`src/rtl/key_event_pkg.sv`:
```
// Shared definitions for the key event decoder: per-key state encoding,
// default timing constants and the hold-counter width helper.
package key_event_pkg;

  typedef enum logic [1:0] {
    IDLE  = 2'd0,
    SHORT = 2'd1,
    LONG  = 2'd2
  } key_state_t;

  localparam int DEF_LONG_TICKS   = 200;
  localparam int DEF_REPEAT_TICKS = 20;

  // Counter only has to reach max(long, repeat) - 1; keep at least one bit.
  function automatic int cnt_width(input int a, input int b);
    int m;
    m = (a > b) ? a : b;
    return (m > 1) ? $clog2(m) : 1;
  endfunction

endpackage

```
`src/rtl/key_event_fsm.sv`:
```
// One key channel: IDLE/SHORT/LONG state machine with a saturating hold counter.
// Auto-repeat in LONG is built only when KEY_AUTOREPEAT_EN is defined.
module key_event_fsm
  import key_event_pkg::*;
#(
  parameter int LONG_TICKS   = DEF_LONG_TICKS,
  parameter int REPEAT_TICKS = DEF_REPEAT_TICKS
) (
  input  logic clk,
  input  logic rst,
  input  logic en_tick,
  input  logic rise,
  input  logic fall,
  output logic press,
  output logic short_rel,
  output logic long_hit,
  output logic rep,
  output logic held
);

  localparam int CW = cnt_width(LONG_TICKS, REPEAT_TICKS);
  localparam logic [CW-1:0] LONG_LAST = CW'(LONG_TICKS - 1);
`ifdef KEY_AUTOREPEAT_EN
  localparam logic [CW-1:0] REP_LAST = CW'(REPEAT_TICKS - 1);
  logic rep_nxt;
`endif

  key_state_t    state, state_nxt;
  logic [CW-1:0] cnt, cnt_nxt, cnt_inc;
  logic          press_nxt, short_nxt, long_nxt;

  assign cnt_inc = (cnt == '1) ? cnt : cnt + CW'(1);

  always_ff @(posedge clk or posedge rst) begin
    if (rst) begin
      state     <= IDLE;
      cnt       <= '0;
      press     <= 1'b0;
      short_rel <= 1'b0;
      long_hit  <= 1'b0;
      held      <= 1'b0;
    end else begin
      state     <= state_nxt;
      cnt       <= cnt_nxt;
      press     <= press_nxt;
      short_rel <= short_nxt;
      long_hit  <= long_nxt;
      held      <= (state_nxt != IDLE);
    end
  end

`ifdef KEY_AUTOREPEAT_EN
  always_ff @(posedge clk or posedge rst) begin
    if (rst) rep <= 1'b0;
    else     rep <= rep_nxt;
  end
`else
  assign rep = 1'b0;
`endif

  // Release is tested before any threshold so a same-cycle release wins.
  always_comb begin
    state_nxt = state;
    cnt_nxt   = cnt;
    press_nxt = 1'b0;
    short_nxt = 1'b0;
    long_nxt  = 1'b0;
`ifdef KEY_AUTOREPEAT_EN
    rep_nxt   = 1'b0;
`endif
    case (state)
      IDLE: begin
        if (rise) begin
          state_nxt = SHORT;
          cnt_nxt   = '0;
          press_nxt = 1'b1;
        end
      end
      SHORT: begin
        if (fall) begin
          state_nxt = IDLE;
          cnt_nxt   = '0;
          short_nxt = 1'b1;
        end else if (en_tick) begin
          if (cnt == LONG_LAST) begin
            state_nxt = LONG;
            cnt_nxt   = '0;
            long_nxt  = 1'b1;
          end else begin
            cnt_nxt = cnt_inc;
          end
        end
      end
      LONG: begin
        if (fall) begin
          state_nxt = IDLE;
          cnt_nxt   = '0;
        end
`ifdef KEY_AUTOREPEAT_EN
        else if (en_tick) begin
          if (cnt == REP_LAST) begin
            cnt_nxt = '0;
            rep_nxt = 1'b1;
          end else begin
            cnt_nxt = cnt_inc;
          end
        end
`endif
      end
      default: begin
        state_nxt = IDLE;
        cnt_nxt   = '0;
      end
    endcase
  end

endmodule

```
`src/rtl/key_event_decoder.sv`:
```
// Press / short / long / auto-repeat event decoder for NUM_KEYS debounced keys.
// Optional auto-repeat is enabled by defining KEY_AUTOREPEAT_EN.
module key_event_decoder
  import key_event_pkg::*;
#(
  parameter int NUM_KEYS     = 4,
  parameter int LONG_TICKS   = DEF_LONG_TICKS,
  parameter int REPEAT_TICKS = DEF_REPEAT_TICKS
) (
  input  logic                clk,
  input  logic                rst,
  input  logic                en_tick,
  input  logic [NUM_KEYS-1:0] key_in,
  output logic [NUM_KEYS-1:0] key_press,
  output logic [NUM_KEYS-1:0] key_short,
  output logic [NUM_KEYS-1:0] key_long,
  output logic [NUM_KEYS-1:0] key_rep,
  output logic [NUM_KEYS-1:0] key_held
);

  logic [NUM_KEYS-1:0] samp, prev, armed, rise, fall;

  // armed stays low until a real 0 is seen on the key after reset, so a key
  // held through reset cannot produce a press until it is released first.
  always_ff @(posedge clk or posedge rst) begin
    if (rst) begin
      samp  <= '0;
      prev  <= '0;
      armed <= '0;
    end else begin
      samp  <= key_in;
      prev  <= samp;
      armed <= armed | ~key_in;
    end
  end

  assign rise = samp & ~prev & armed;
  assign fall = prev & ~samp;

  for (genvar g = 0; g < NUM_KEYS; g++) begin : g_key
    key_event_fsm #(
      .LONG_TICKS   (LONG_TICKS),
      .REPEAT_TICKS (REPEAT_TICKS)
    ) u_fsm (
      .clk       (clk),
      .rst       (rst),
      .en_tick   (en_tick),
      .rise      (rise[g]),
      .fall      (fall[g]),
      .press     (key_press[g]),
      .short_rel (key_short[g]),
      .long_hit  (key_long[g]),
      .rep       (key_rep[g]),
      .held      (key_held[g])
    );
  end

endmodule

```
`config.mk`:
```
export PLATFORM = sky130hd
export DESIGN_NAME = key_event_decoder
export DESIGN_NICKNAME = d
export VERILOG_FILES = /design/src/rtl/key_event_pkg.sv /design/src/rtl/key_event_fsm.sv /design/src/rtl/key_event_decoder.sv
export SDC_FILE = /design/constraint.sdc
export NUM_CORES = 1
export LEC_CHECK = 0
export BUFFER_PORTS_ARGS = -buffer_cell sky130_fd_sc_hd__buf_2
export CAP_MARGIN = 20
export CORE_MARGIN = 2
export CORE_UTILIZATION = 41
export CTS_CLUSTER_SIZE = 30
export DETAILED_ROUTE_END_ITERATION = 8
export PLACE_DENSITY = 0.65
export SLEW_MARGIN = 20
export SYNTH_ARGS = -nofsm -noshare
export SYNTH_HDL_FRONTEND = slang
export SYNTH_SLANG_ARGS = --single-unit
```
`constraint.sdc`:
```
create_clock -name clk -period 4.3 [get_ports clk]
set_input_delay 0 -clock clk [delete_from_list [all_inputs] [get_ports clk]]
set_output_delay 0 -clock clk [all_outputs]
set_load 0.01 [all_outputs]
```
==> results.py <==
metrics = {
    "yosys": {
        "seq_area_frac_synth": 0.501,
        "yosysTopAreaCell": "dfrtp_1",
        "postSynth.asyncResetShare": 1.00,
        "mappedNetlistArea_um2": 3400,
        "syn_inst": 346,
        "synth.most_common_cell": "dfrtp_1",
        "netlist.area_leader.share": 0.501,
        "ys_types": 55,
        "synth_edf_count": 0,
        "synth_seq_cells": 68,
        "synth_common_cells": "dfrtp_1, nand2_1, o21ai_0",
        "syn_avg_cell_area_um2": 9.82,
        "synth.area.top_cells": "dfrtp_1, o21ai_0, buf_4, nand2_1, nand3_1",
        "synthFlopType": "dfrtp_1",
        "yosys_warnings": 0,
    },
    "drt": {
        "routed_via_density": 5.37,
        "drc": 0,
        "first_iter_violations": 89,
        "num_vias": 2527,
        "avgRoutedWirePerCell_um": 13.1,
        "wirelength_um": 6160,
        "drt_first_pass_iters": 4,
        "ant_nets": 0,
    },
    "critical_path": {
        "path_buf_inv": 0,
        "cp_max_fo": 6,
        "reg2reg_from": "g_key[1].u_fsm.cnt[0]",
        "crit_top_cell": "nor2_1",
        "worstSetupPathType": "register to register",
        "critPathCaptureType": "register",
        "cpLargestDelayFamily": "simple AND/OR/NAND/NOR gates",
        "r2r_slack_ps": 2300,
        "r2r_end": "g_key[1].u_fsm.cnt[4]",
        "crit_slowest_cell": "nor4_1",
        "crit_chain": "ha_1, nand4_1, nor4_1, nor2_1, nor2_1, a21oi_1",
        "critPathRequiredTime_ps": 4520,
        "reg2reg_depth": 6,
        "start_kind": "register",
        "cp.arrival_ps": 2220,
        "cp_slowest_stage_delay_ps": 500,
    },
    "pwr": {
        "worst_ir_drop_vdd_mv": 0.177,
        "p_leak_nw": 1.60,
        "power_density_nw_per_um2": 404,
    },
    "worst_hold_path": {
        "worstHoldEndpoint": "g_key[1].u_fsm.long_hit",
        "hp-class": "input port to register",
        "whs_path_depth": 3,
        "min_from": "en_tick",
    },
    "global_routing": {
        "grt_pass1_wl_um": 10600,
        "grt_pass1_vias": 2349,
        "grt_max_degree": 36,
        "grt_overflow": 0,
        "antenna_found_initial": 0,
        "grt_usage": 0.149,
    },
    "final_layout": {
        "regArea_um2": 1700,
        "fill_cells": 762,
        "drive_above_1_share": 0.153,
        "fin_nets": 373,
        "antenna_cells": 0,
        "fin_area_um2": 3720,
        "multi_input_area_um2": 1510,
        "area_growth_syn_to_layout_pct": 9.50,
    },
    "sta": {
        "finalMaxSlewViolations": 0,
        "rsz0062_at_grt": "no",
        "max_freq_mhz": 500,
        "fin_skew_ps": 6.29,
        "setup_tns_ps": 0,
        "finalSetupViolations": 0,
        "period_share": 0.465,
        "slew_headroom": 0.517,
        "worst_slew_pin_slew_ps": 724,
        "period_minus_slack_ps": 2000,
        "setup_slack_ps": 2300,
        "finalHoldViolations": 0,
    },
    "floorplanning": {
        "die-area_um2": 9030,
        "die_w_um": 95.0,
        "die_height_um": 95.0,
        "row_count": 33,
        "ios": 27,
        "core_um2": 8130,
        "start_util": 0.418,
    },
    "clock_tree": {
        "cts.sinks": 68,
        "cts_buffer_depth": 2,
        "postCtsSetupBuffers": 0,
        "cts_resized": 0,
        "cts.clk_slew.worst_paths_ps": 80,
        "root_buffer": "clkbuf_8",
        "htreeDepth": 3,
        "cts_tree": "built",
        "numCtsBuffers": 9,
        "clkLatencyLatePin_ps": 340,
    },
    "place": {
        "hpwl_um": 4180,
        "place_congestion": 0.808,
        "dp_slack_ps": 2050,
        "place_area_um2": 3470,
        "numPortBuffers": 22,
    },
    "job": {
        "maxCapViolCount": 0,
    },
    "run_status": {
        "status": "finished, final reports clean",
    },
}
==> worst reg2reg max path, cell delays in order (launching register included) <==
cell and delay [ps]:
dfrtp_1 420, ha_1 270, nand4_1 140, nor4_1 500, nor2_1 150, nor2_1 320
a21oi_1 70
==> state kept, by name, indices dropped and copies added, names as in the netlist <==
name                   cells
g_key.u_fsm.cnt           32
g_key.u_fsm.state          8
armed                      4
g_key.u_fsm.held           4
g_key.u_fsm.long_hit       4
g_key.u_fsm.press          4
g_key.u_fsm.short_rel      4
prev                       4
samp                       4
==> report_power, final <==
| part | switching [W] | internal, W | total, W |
|---|---|---|---|
| clock network | 0.000250 | 0.000264 | 0.000514 |
| registers | 0.0000540 | 0.000691 | 0.000745 |
| logic | 0.000149 | 0.0000943 | 0.000243 |
==> placed cells by master (no fill, tap or decap), types with 6 or more instances in the layout <==
cell type	instances
and2_1	6
clkbuf_8	9
nand2b_1	15
dfrtp_1	68
o21ai_0	31
nand4_1	7
nand2_1	36
a21oi_1	17
or3_1	6
o31ai_1	6
nand3_1	20
nor2_1	18
buf_2	22
==> how the worst max path moves through the flow <==
| stage | start | end | slack (ps) | cells past startpoint |
|---|---|---|---|---|
| floorplan | g_key[0].u_fsm.cnt[0] | g_key[0].u_fsm.cnt[4] | 2520 | 6 |
| global route | g_key[1].u_fsm.cnt[0] | g_key[1].u_fsm.cnt[3] | 2070 | 6 |
| global placement | g_key[2].u_fsm.state[0] | g_key[2].u_fsm.cnt[4] | 2210 | 5 |
| finish | g_key[1].u_fsm.cnt[0] | g_key[1].u_fsm.cnt[4] | 2300 | 6 |
| detailed placement | g_key[2].u_fsm.state[0] | g_key[2].u_fsm.cnt[4] | 2050 | 5 |
| CTS | g_key[2].u_fsm.state[0] | g_key[2].u_fsm.cnt[4] | 2040 | 5 |
==> through the flow <==
step	instances	hold slack (ps)	total power, W	utilization
2_1_floorplan	349	31.4	0.000951	-
3_3_place_gp	451	123	0.000991	0.427
3_5_place_dp	451	126	0.000998	0.427
4_1_cts	471	48.2	0.00152	0.457
5_1_grt	471	84.2	0.00159	0.457
6_report	471	76.2	0.00150	0.457
==> layer usage <==
metal,track usage,wire length (um)
met4,0.0556,78
met1,0.207,3010
met5,0,0
met2,0.223,2910
met3,0.0427,174
==> what timing repair did <==
action	CTS	global route
setup endpoints to repair	0	0
hold buffers	5	0
endpoints found under the hold margin	42	0
==> layout make-up <==
cell class / count / share of cell area
Clock buffer: 9 / 0.0333
Clock inverter: 6 / 0.0178
Inverter: 6 / 0.00605
Multi-Input combinational cell: 249 / 0.405
Sequential cell: 68 / 0.457
Tap cell: 105 / 0.0353
Timing Repair Buffer: 28 / 0.0451
==> logic make-up (layout without fill, tap and decap cells) <==
| group | Yosys count | in the layout | share of synthesized area |
|---|---|---|---|
| adder cells (fa/ha/maj) | 4 | 4 | 0.0147 |
| AND/OR/NAND/NOR | 156 | 156 | 0.263 |
| AO/OA/AOI/OAI | 85 | 85 | 0.159 |
| other | 1 | 4 | 0.00110 |
| flip-flops | 68 | 68 | 0.501 |
| buffers and inverters | 32 | 49 | 0.0611 |
Note: power is estimated with default switching activity, not from simulation.
